[src/rtl/pc_fetch_sequencer.sv]
// pc_fetch_sequencer
//   Owns the architectural PC and sequences instruction fetch for the MIPS
//   datapath. Each instruction is requested from imem over a req/ack
//   handshake, held for decode until the datapath retires it, and then the
//   next PC is chosen: exception return, jump, taken branch or sequential.
//   An interrupt can be taken at retire; it saves the next PC in epc and
//   redirects fetch to IRQ_VEC. A fetch that waits too long for imem_ack
//   parks the block in a sticky fault state until reset.
//
// Ports
//   clk, rst              clock, synchronous active-high reset
//   imem_req/addr         fetch request and word address (= pc)
//   imem_ack/rdata        fetch completion and instruction word
//   ins, ins_valid        latched instruction and its valid flag for decode
//   pc, pcp4              address of ins and that address plus 4
//   resolve, stall        retire request and hazard hold from the datapath
//   branch, zero, jump    control-flow qualifiers for the retiring ins
//   imm, jTarget, eret    branch offset (words), jump field, exception return
//   INT, intr_ack         level interrupt request and entry pulse
//   epc                   saved return PC
//   fault                 sticky imem timeout indication

module pc_fetch_sequencer #(
   parameter logic [31:0] RESET_PC = 32'h0000_0000,
   parameter logic [31:0] IRQ_VEC  = 32'h0000_0080,
   parameter int unsigned TIMEOUT  = 15
) (
   input  logic        clk,
   input  logic        rst,
   output logic        imem_req,
   output logic [31:0] imem_addr,
   input  logic        imem_ack,
   input  logic [31:0] imem_rdata,
   output logic [31:0] ins,
   output logic        ins_valid,
   output logic [31:0] pc,
   output logic [31:0] pcp4,
   input  logic        resolve,
   input  logic        stall,
   input  logic        branch,
   input  logic        zero,
   input  logic        jump,
   input  logic [31:0] imm,
   input  logic [25:0] jTarget,
   input  logic        eret,
   input  logic        INT,
   output logic        intr_ack,
   output logic [31:0] epc,
   output logic        fault
);

   localparam int unsigned CntW = $clog2(TIMEOUT + 1);
   localparam logic [CntW-1:0] CntLast = CntW'(TIMEOUT - 1);
   localparam logic [31:0] AlignMask = 32'hFFFF_FFFC;

   typedef enum logic [2:0] {
      StIdle,
      StFetch,
      StIssue,
      StIrq,
      StFault
   } state_e;

   state_e          state;
   logic [CntW-1:0] wait_cnt;
   logic            ie;
   logic [31:0]     npc;
   logic            retire;
   logic            take_irq;

   // Offset bits above 29 fall off the word shift; the add wraps mod 2^32.
   logic [1:0] unused_imm;
   assign unused_imm = imm[31:30];

   assign imem_addr = pc;
   assign pcp4      = pc + 32'd4;
   assign retire    = resolve && !stall;
   // A simultaneous eret re-enables interrupts but the entry waits for the
   // next retire, so the return always lands first.
   assign take_irq  = INT && ie && !eret;

   always_comb begin
      npc = pcp4;
      if (eret) begin
         npc = epc;
      end else if (jump) begin
         npc = {pcp4[31:28], jTarget, 2'b00};
      end else if (branch && zero) begin
         npc = pcp4 + {imm[29:0], 2'b00};
      end
   end

   always_ff @(posedge clk) begin
      if (rst) begin
         state     <= StIdle;
         pc        <= RESET_PC & AlignMask;
         ins       <= 32'h0;
         ins_valid <= 1'b0;
         imem_req  <= 1'b0;
         intr_ack  <= 1'b0;
         epc       <= 32'h0;
         fault     <= 1'b0;
         ie        <= 1'b1;
         wait_cnt  <= '0;
      end else begin
         case (state)
            StIdle: begin
               state    <= StFetch;
               imem_req <= 1'b1;
            end

            StFetch: begin
               if (imem_ack) begin
                  ins       <= imem_rdata;
                  ins_valid <= 1'b1;
                  imem_req  <= 1'b0;
                  wait_cnt  <= '0;
                  state     <= StIssue;
               end else if (wait_cnt == CntLast) begin
                  // TIMEOUT request cycles have gone by without an ack.
                  imem_req <= 1'b0;
                  fault    <= 1'b1;
                  wait_cnt <= '0;
                  state    <= StFault;
               end else begin
                  wait_cnt <= wait_cnt + 1'b1;
               end
            end

            StIssue: begin
               if (retire) begin
                  ins_valid <= 1'b0;
                  pc        <= npc & AlignMask;
                  if (eret) begin
                     ie <= 1'b1;
                  end
                  if (take_irq) begin
                     epc      <= npc & AlignMask;
                     ie       <= 1'b0;
                     intr_ack <= 1'b1;
                     state    <= StIrq;
                  end else begin
                     imem_req <= 1'b1;
                     state    <= StFetch;
                  end
               end
            end

            StIrq: begin
               pc       <= IRQ_VEC & AlignMask;
               intr_ack <= 1'b0;
               imem_req <= 1'b1;
               state    <= StFetch;
            end

            StFault: begin
               imem_req  <= 1'b0;
               ins_valid <= 1'b0;
               fault     <= 1'b1;
            end

            default: begin
               state    <= StIdle;
               imem_req <= 1'b0;
            end
         endcase
      end
   end

endmodule

[config.mk]
export PLATFORM = sky130hd
export DESIGN_NAME = pc_fetch_sequencer
export DESIGN_NICKNAME = d
export VERILOG_FILES = /design/src/rtl/pc_fetch_sequencer.sv
export SDC_FILE = /design/constraint.sdc
export NUM_CORES = 1
export LEC_CHECK = 0
export CORE_ASPECT_RATIO = 1.5
export CORE_MARGIN = 3
export CORE_UTILIZATION = 46
export CTS_CLUSTER_DIAMETER = 60
export DETAILED_ROUTE_END_ITERATION = 6
export PLACE_DENSITY = 0.83
export REMOVE_ABC_BUFFERS = 1
export SLEW_MARGIN = 20
export SYNTH_ARGS = -nofsm -noshare
export SYNTH_HDL_FRONTEND = slang
export SYNTH_SLANG_ARGS = --single-unit
[constraint.sdc]
create_clock -name clk -period 4.1 [get_ports clk]
set_clock_uncertainty 0.1 [all_clocks]
set_input_delay 0.615 -clock clk [delete_from_list [all_inputs] [get_ports clk]]
set_output_delay 0.615 -clock clk [all_outputs]
set_load 0.1 [all_outputs]
Word-level counts from Yosys, hierarchy flattened. Index checks and enable logic that the tools add are counted.

Flip-flop bits (word level): 106. Bits in latches: 0. Memory bits (writable): 0. ROM bits: 0. Word-level logic and storage cells: 75. Memories kept: 0.

Add/subtract/negate cells: 3. $mul: 0. Div/mod/pow operators: 0. Magnitude comparators: 0. Equal/unequal tests: 12. Shift operators: 0. Mux-type cells: 28. Bitwise gates (word level): 1. Reductions and logical operators: 21.

Operator list (count): 32-bit 2-to-1 mux (4); 32-bit case mux with 2 select lines (1); 32-bit by 3-bit adder with 32-bit output, second input constant (1); 32-bit adder (1); 3-bit AND reduction (7); 1-bit 2-to-1 mux (12); 2-bit != test, second input constant (6); 3-bit case mux with 4 select lines (1); 3-bit 2-to-1 mux (3); 4-bit 2-to-1 mux (2); 3-bit by 2-bit == test with 1-bit output, second input constant (2); 1-bit case mux with 3 select lines (2); 2-bit nonzero test (3); 4-bit by 1-bit adder with 4-bit output, second input constant (1); 4-bit == test, second input constant (1); 1-bit logical AND (4); 1-bit case mux with 2 select lines (2); 2-bit AND reduction (2); 3-bit by 1-bit == test with 1-bit output, second input constant (1); 3-bit == test, second input constant (1); 3-bit logical NOT (1); 3-bit != test, second input constant (1); 3-bit nonzero test (1); 1-bit logical NOT (2); 3 further kinds (3).

Logic depth before layout (Yosys ltp). Gate-level depths: netlist of the first run.

Word-level depth: 7. Mapped depth: 16. Mapped depth without buffers: 15.

Worst setup path before layout of the first run. No wires, ideal clock.

Path kind: flip-flop to flip-flop. From: register pc[11] (netlist: imem_addr[11]). To: register epc[30]. Setup time: 58 ps. Data arrival time: 5963 ps. Slack: -2021 ps. Cell stages (with the launch flop): 16. Cell sequence: dfxtp_1 -> nand4_2 -> nor4_2 -> and2_1 -> nand2_1 -> xnor2_1 -> ha_1 -> nand4_2 -> or4_4 -> a211oi_2 -> a21oi_2 -> a22oi_4 -> o31ai_2 -> or4b_4 -> nand3_2 -> o21a_1.

Cells in the longest elaborated chain, start to end: 5.

RTL lines: start, declared (line 36) `output logic [31:0] pc,`; start signal, assigned (line 96) `pc <= RESET_PC & AlignMask;`; start signal, assigned (line 133) `pc <= npc & AlignMask;`; start signal, assigned (line 150) `pc <= IRQ_VEC & AlignMask;`; 32-bit by 3-bit adder with 32-bit output (line 76) `assign pcp4 = pc + 32'd4;`; net pcp4[19] (line 37) `output logic [31:0] pcp4,`; 32-bit adder (line 89) `npc = pcp4 + {imm[29:0], 2'b00};`; 32-bit 2-to-1 mux (line 88) `end else if (branch && zero) begin`; 32-bit 2-to-1 mux (line 86) `end else if (jump) begin`; 32-bit 2-to-1 mux (line 84) `if (eret) begin`; end signal, assigned (line 138) `epc <= npc & AlignMask;`; end, declared (line 48) `output logic [31:0] epc,`.

The timed path passes the listed nets, and every way through them passes these cells. A chain may end at the register's enable or synchronous reset.

Worst setup path after layout of the first run.
From: register pc[8] (netlist: imem_addr[8]). To: register pc[30] (netlist: imem_addr[30]).

Cells in the longest elaborated chain, start to end: 7.

RTL lines: 32-bit by 3-bit adder with 32-bit output (*) (line 76); 32-bit adder (line 89); 32-bit 2-to-1 mux (line 88); 32-bit 2-to-1 mux (*) (line 86); 32-bit 2-to-1 mux (*) (line 84); 32-bit 2-to-1 mux (*) (line 131) `if (retire) begin`; 32-bit case mux with 2 select lines (*) (line 106) `case (state)`.

Every way passes the cells marked *; elsewhere a longest branch is shown, timed or not. The select of a mux whose other input is x is not followed.

==> out/summary.txt, run 1 <==
Outcome = complete, no violations
IO Count = 264
Final worst-path cycle share = 94.84%
Top area cells in the synthesized netlist = dfxtp_1, nand2_1, ha_1
Worst slew pin tran = 1056 ps
Hold buffer count at CTS = 0
Core box area = 15,140 um^2
Power share of the sequential group = 40.0%
Fmax achieved = 257.2 MHz
Final Util = 66.47%
Switch share = 35.55%
Root Driver = clkbuf_16
Initial antenna violation count = 0
Largest net degree at the start of global routing = 58
Synth top area share = 29.18%
Skew-Pair Late Insertion Delay = 340 ps
Internal power = 1723 uW
HP Class = flop to flop
GR Util met1 = 31.39%
R2R Setup Slk = 210 ps
Synth Warn # = 0
Die Y = 158.5 um
Synth Instances = 953
Slew Limit Headroom = 29.45%
Worst Setup End Kind = flop
Combinational share of power = 28.9%
First-pass GRT wire length = 36,830 um
Pre-antenna DRT Iters = 5
Vias per inst = 5.615
CTS sink count = 104
Yosys reg bits = 104
Worst EP required = 4290 ps
Yosys cell types = 72
Fraction of layout cells with a size suffix above 1 = 10.92%
Syn_area_per_cell = 7.488 um^2
H-tree depth = 3
Die ar. = 17,070 um^2
Crit Path Class = flop to flop
Post-route setup TNS = 0 ps
DRC viols = 0
Overflow left after global routing = 0
Crit-path max FO = 6
Ys async rst share = 0%
EDFF count, synth = 0
Ant. Diodes = 0
Crit path launch type = flop
GRT met3 Usage = 5.355%
RSZ-0062 raised after global routing = false
FP Rows = 55
Register area = 2086 um^2
Seq/Total Area, Yosys = 29.18%
Grt peak-use layer = met2
Slew Viols, Final = 0
Post-DP HPWL = 19,120 um
Design Area, Final = 10,060 um^2
Placed cell count = 1,374
Initial DRC count = 484
CTS Buffer Depth = 2
PortBufs = 253
Initial Utilization = 47.13%
Post-synthesis to final-layout area growth = 41.03%
Final Critical Period = 3888 ps
Antenna-violating nets left = 0
Count of final setup violators = 0
GRT Util Overall = 26.96%
Post-CTS setup buffers = 0
Multi-input gate area = 4502 um^2
PD cells = 265.6 nW/um^2
Most frequent cells in the layout = clkdlybuf4s50_1, nand2_1, dfxtp_1
Vias = 7,805
Commonest non-fill, non-tap cell in the layout = clkdlybuf4s50_1
Hold slack = 354.3 ps
Cell taking the most area after synthesis = dfxtp_1
Mapped Area = 7136 um^2
Wire per inst = 17.46 um
Main synth FF type = dfxtp_1
Clock share of power = 31.1%
Max_cap viols = 0
CTS Buf Count = 9
Arr. time, crit path = 4080 ps
Nets = 1,325
Die W = 107.7 um
Final non-filler cell total = 1,390
Grt met2 use = 47.51%
Cell Area, Placed = 9731 um^2
Leak = 0.004049 uW
Vias in the first global route = 7,332
CTS tree = done
GP Congestion = 0.9685
P_sw = 950.4 uW
Routed WL = 24,270 um
Fill cells = 1,309
Final hold violations = 0
Clk slew on worst S/H paths = 70 ps
VDD IR max = 329.0 uV
-- what timing repair did --
| action | CTS | global route |
|---|---|---|
| gates resized for setup | 0 | 12 |
| endpoints found under the hold margin | 0 | 0 |
| endpoints found under the setup margin | 0 | 21 |
-- flip-flops by register name, indices dropped and copies added, names as in the netlist --
| register | flops |
|---|---|
| ins | 32 |
| fault | 1 |
| imem_addr | 30 |
| state | 3 |
| imem_req | 1 |
| ins_valid | 1 |
| intr_ack | 1 |
| ie | 1 |
| wait_cnt | 4 |
| epc | 30 |
-- per-stage QoR --
step / power, uW / setup slack, ps
floorplan: 1589 / -2782
global placement: 1851 / 193.5
detailed placement: 1857 / 140.1
CTS: 2682 / 125.3
global route: 2777 / 9.631
finish: 2673 / 211.7
-- worst paths after layout --
kind | startpoint | endpoint | depth (start not counted)
setup / recovery | imem_addr[8] | imem_addr[30] | 16
hold / removal | ins[30] | ins[30] | 2
hold reg to reg | ins[30] | ins[30] | 2
setup reg to reg | imem_addr[8] | imem_addr[30] | 16
-- kinds of logic (layout without fill, tap and decap cells) --
kind of cell / Yosys count / count (layout) / share of synthesized area (%)
and+or+nand+nor: 372 / 372 / 23.86
AOI/OAI and AO/OA: 272 / 272 / 24.57
buffers and inverters: 112 / 343 / 8.680
DFF: 104 / 104 / 29.18
xor gates and xnor gates: 47 / 47 / 5.874
adders and majority gates: 39 / 39 / 6.944
muxes: 6 / 6 / 0.8417
other: 1 / 8 / 0.05255
-- cell type report --
type	count	area share, %
tap	199	2.474
timing repair buffer	306	28.37
sequential	104	20.73
clock buffer	10	2.375
multi-input combinational	744	44.73
inverter	21	0.7833
clock inverter	6	0.5346
-- routing by layer --
metal  vias to the layer above  routed length [um]
li1                       3786                   -
met1                      3635                9310
met2                       320               12290
met3                        64                1760
met4                         0                 910
met5                         -                   0
-- critical path, cell delays in order (launching register included) --
cell,delay (ps)
dfxtp_1,460
nand3_2,170
nor3_1,170
buf_4,160
nand3_1,90
xor2_1,240
inv_1,130
ha_1,400
nand2_4,80
or4_4,530
a211oi_2,180
a21oi_2,100
a22oi_4,230
o31ai_2,100
or4b_4,490
nand3_2,110
a21o_1,120
-- power by group through the flow --
stage          sequential, uW  clock [uW]  combinational (uW)
2_1_floorplan            1330           0                 257
3_3_place_gp             1090           0                 759
3_5_place_dp             1090           0                 763
4_1_cts                  1070         845                 768
5_1_grt                  1080         884                 818
6_report                 1070         831                 772
-- Yosys cell counts (10+ instances only) --
cell type	count
o21ai_0	44
dfxtp_1	104
xnor2_1	24
a21oi_1	88
a211oi_1	13
ha_1	38
o21ai_1	10
a22oi_1	16
inv_1	21
and3_1	12
o211ai_1	15
nand4_1	11
nor2_1	93
o21a_1	10
nor3_1	23
clkbuf_1	45
buf_4	40
xor2_1	22
nand3_1	26
nand2_1	158
a21o_1	17
(Power assumes the default switching activity.)
==> run 2: changes to the inputs <==
--- a/config.mk
+++ b/config.mk
@@ -10,6 +10,7 @@
 export CORE_UTILIZATION = 46
 export CTS_CLUSTER_DIAMETER = 60
 export DETAILED_ROUTE_END_ITERATION = 6
+export HOLD_SLACK_MARGIN = 0.08
 export PLACE_DENSITY = 0.83
 export REMOVE_ABC_BUFFERS = 1
 export SLEW_MARGIN = 20
==> results of run 2 <==
Same layout as run 1: the final DEF is identical, and so are final timing and power.
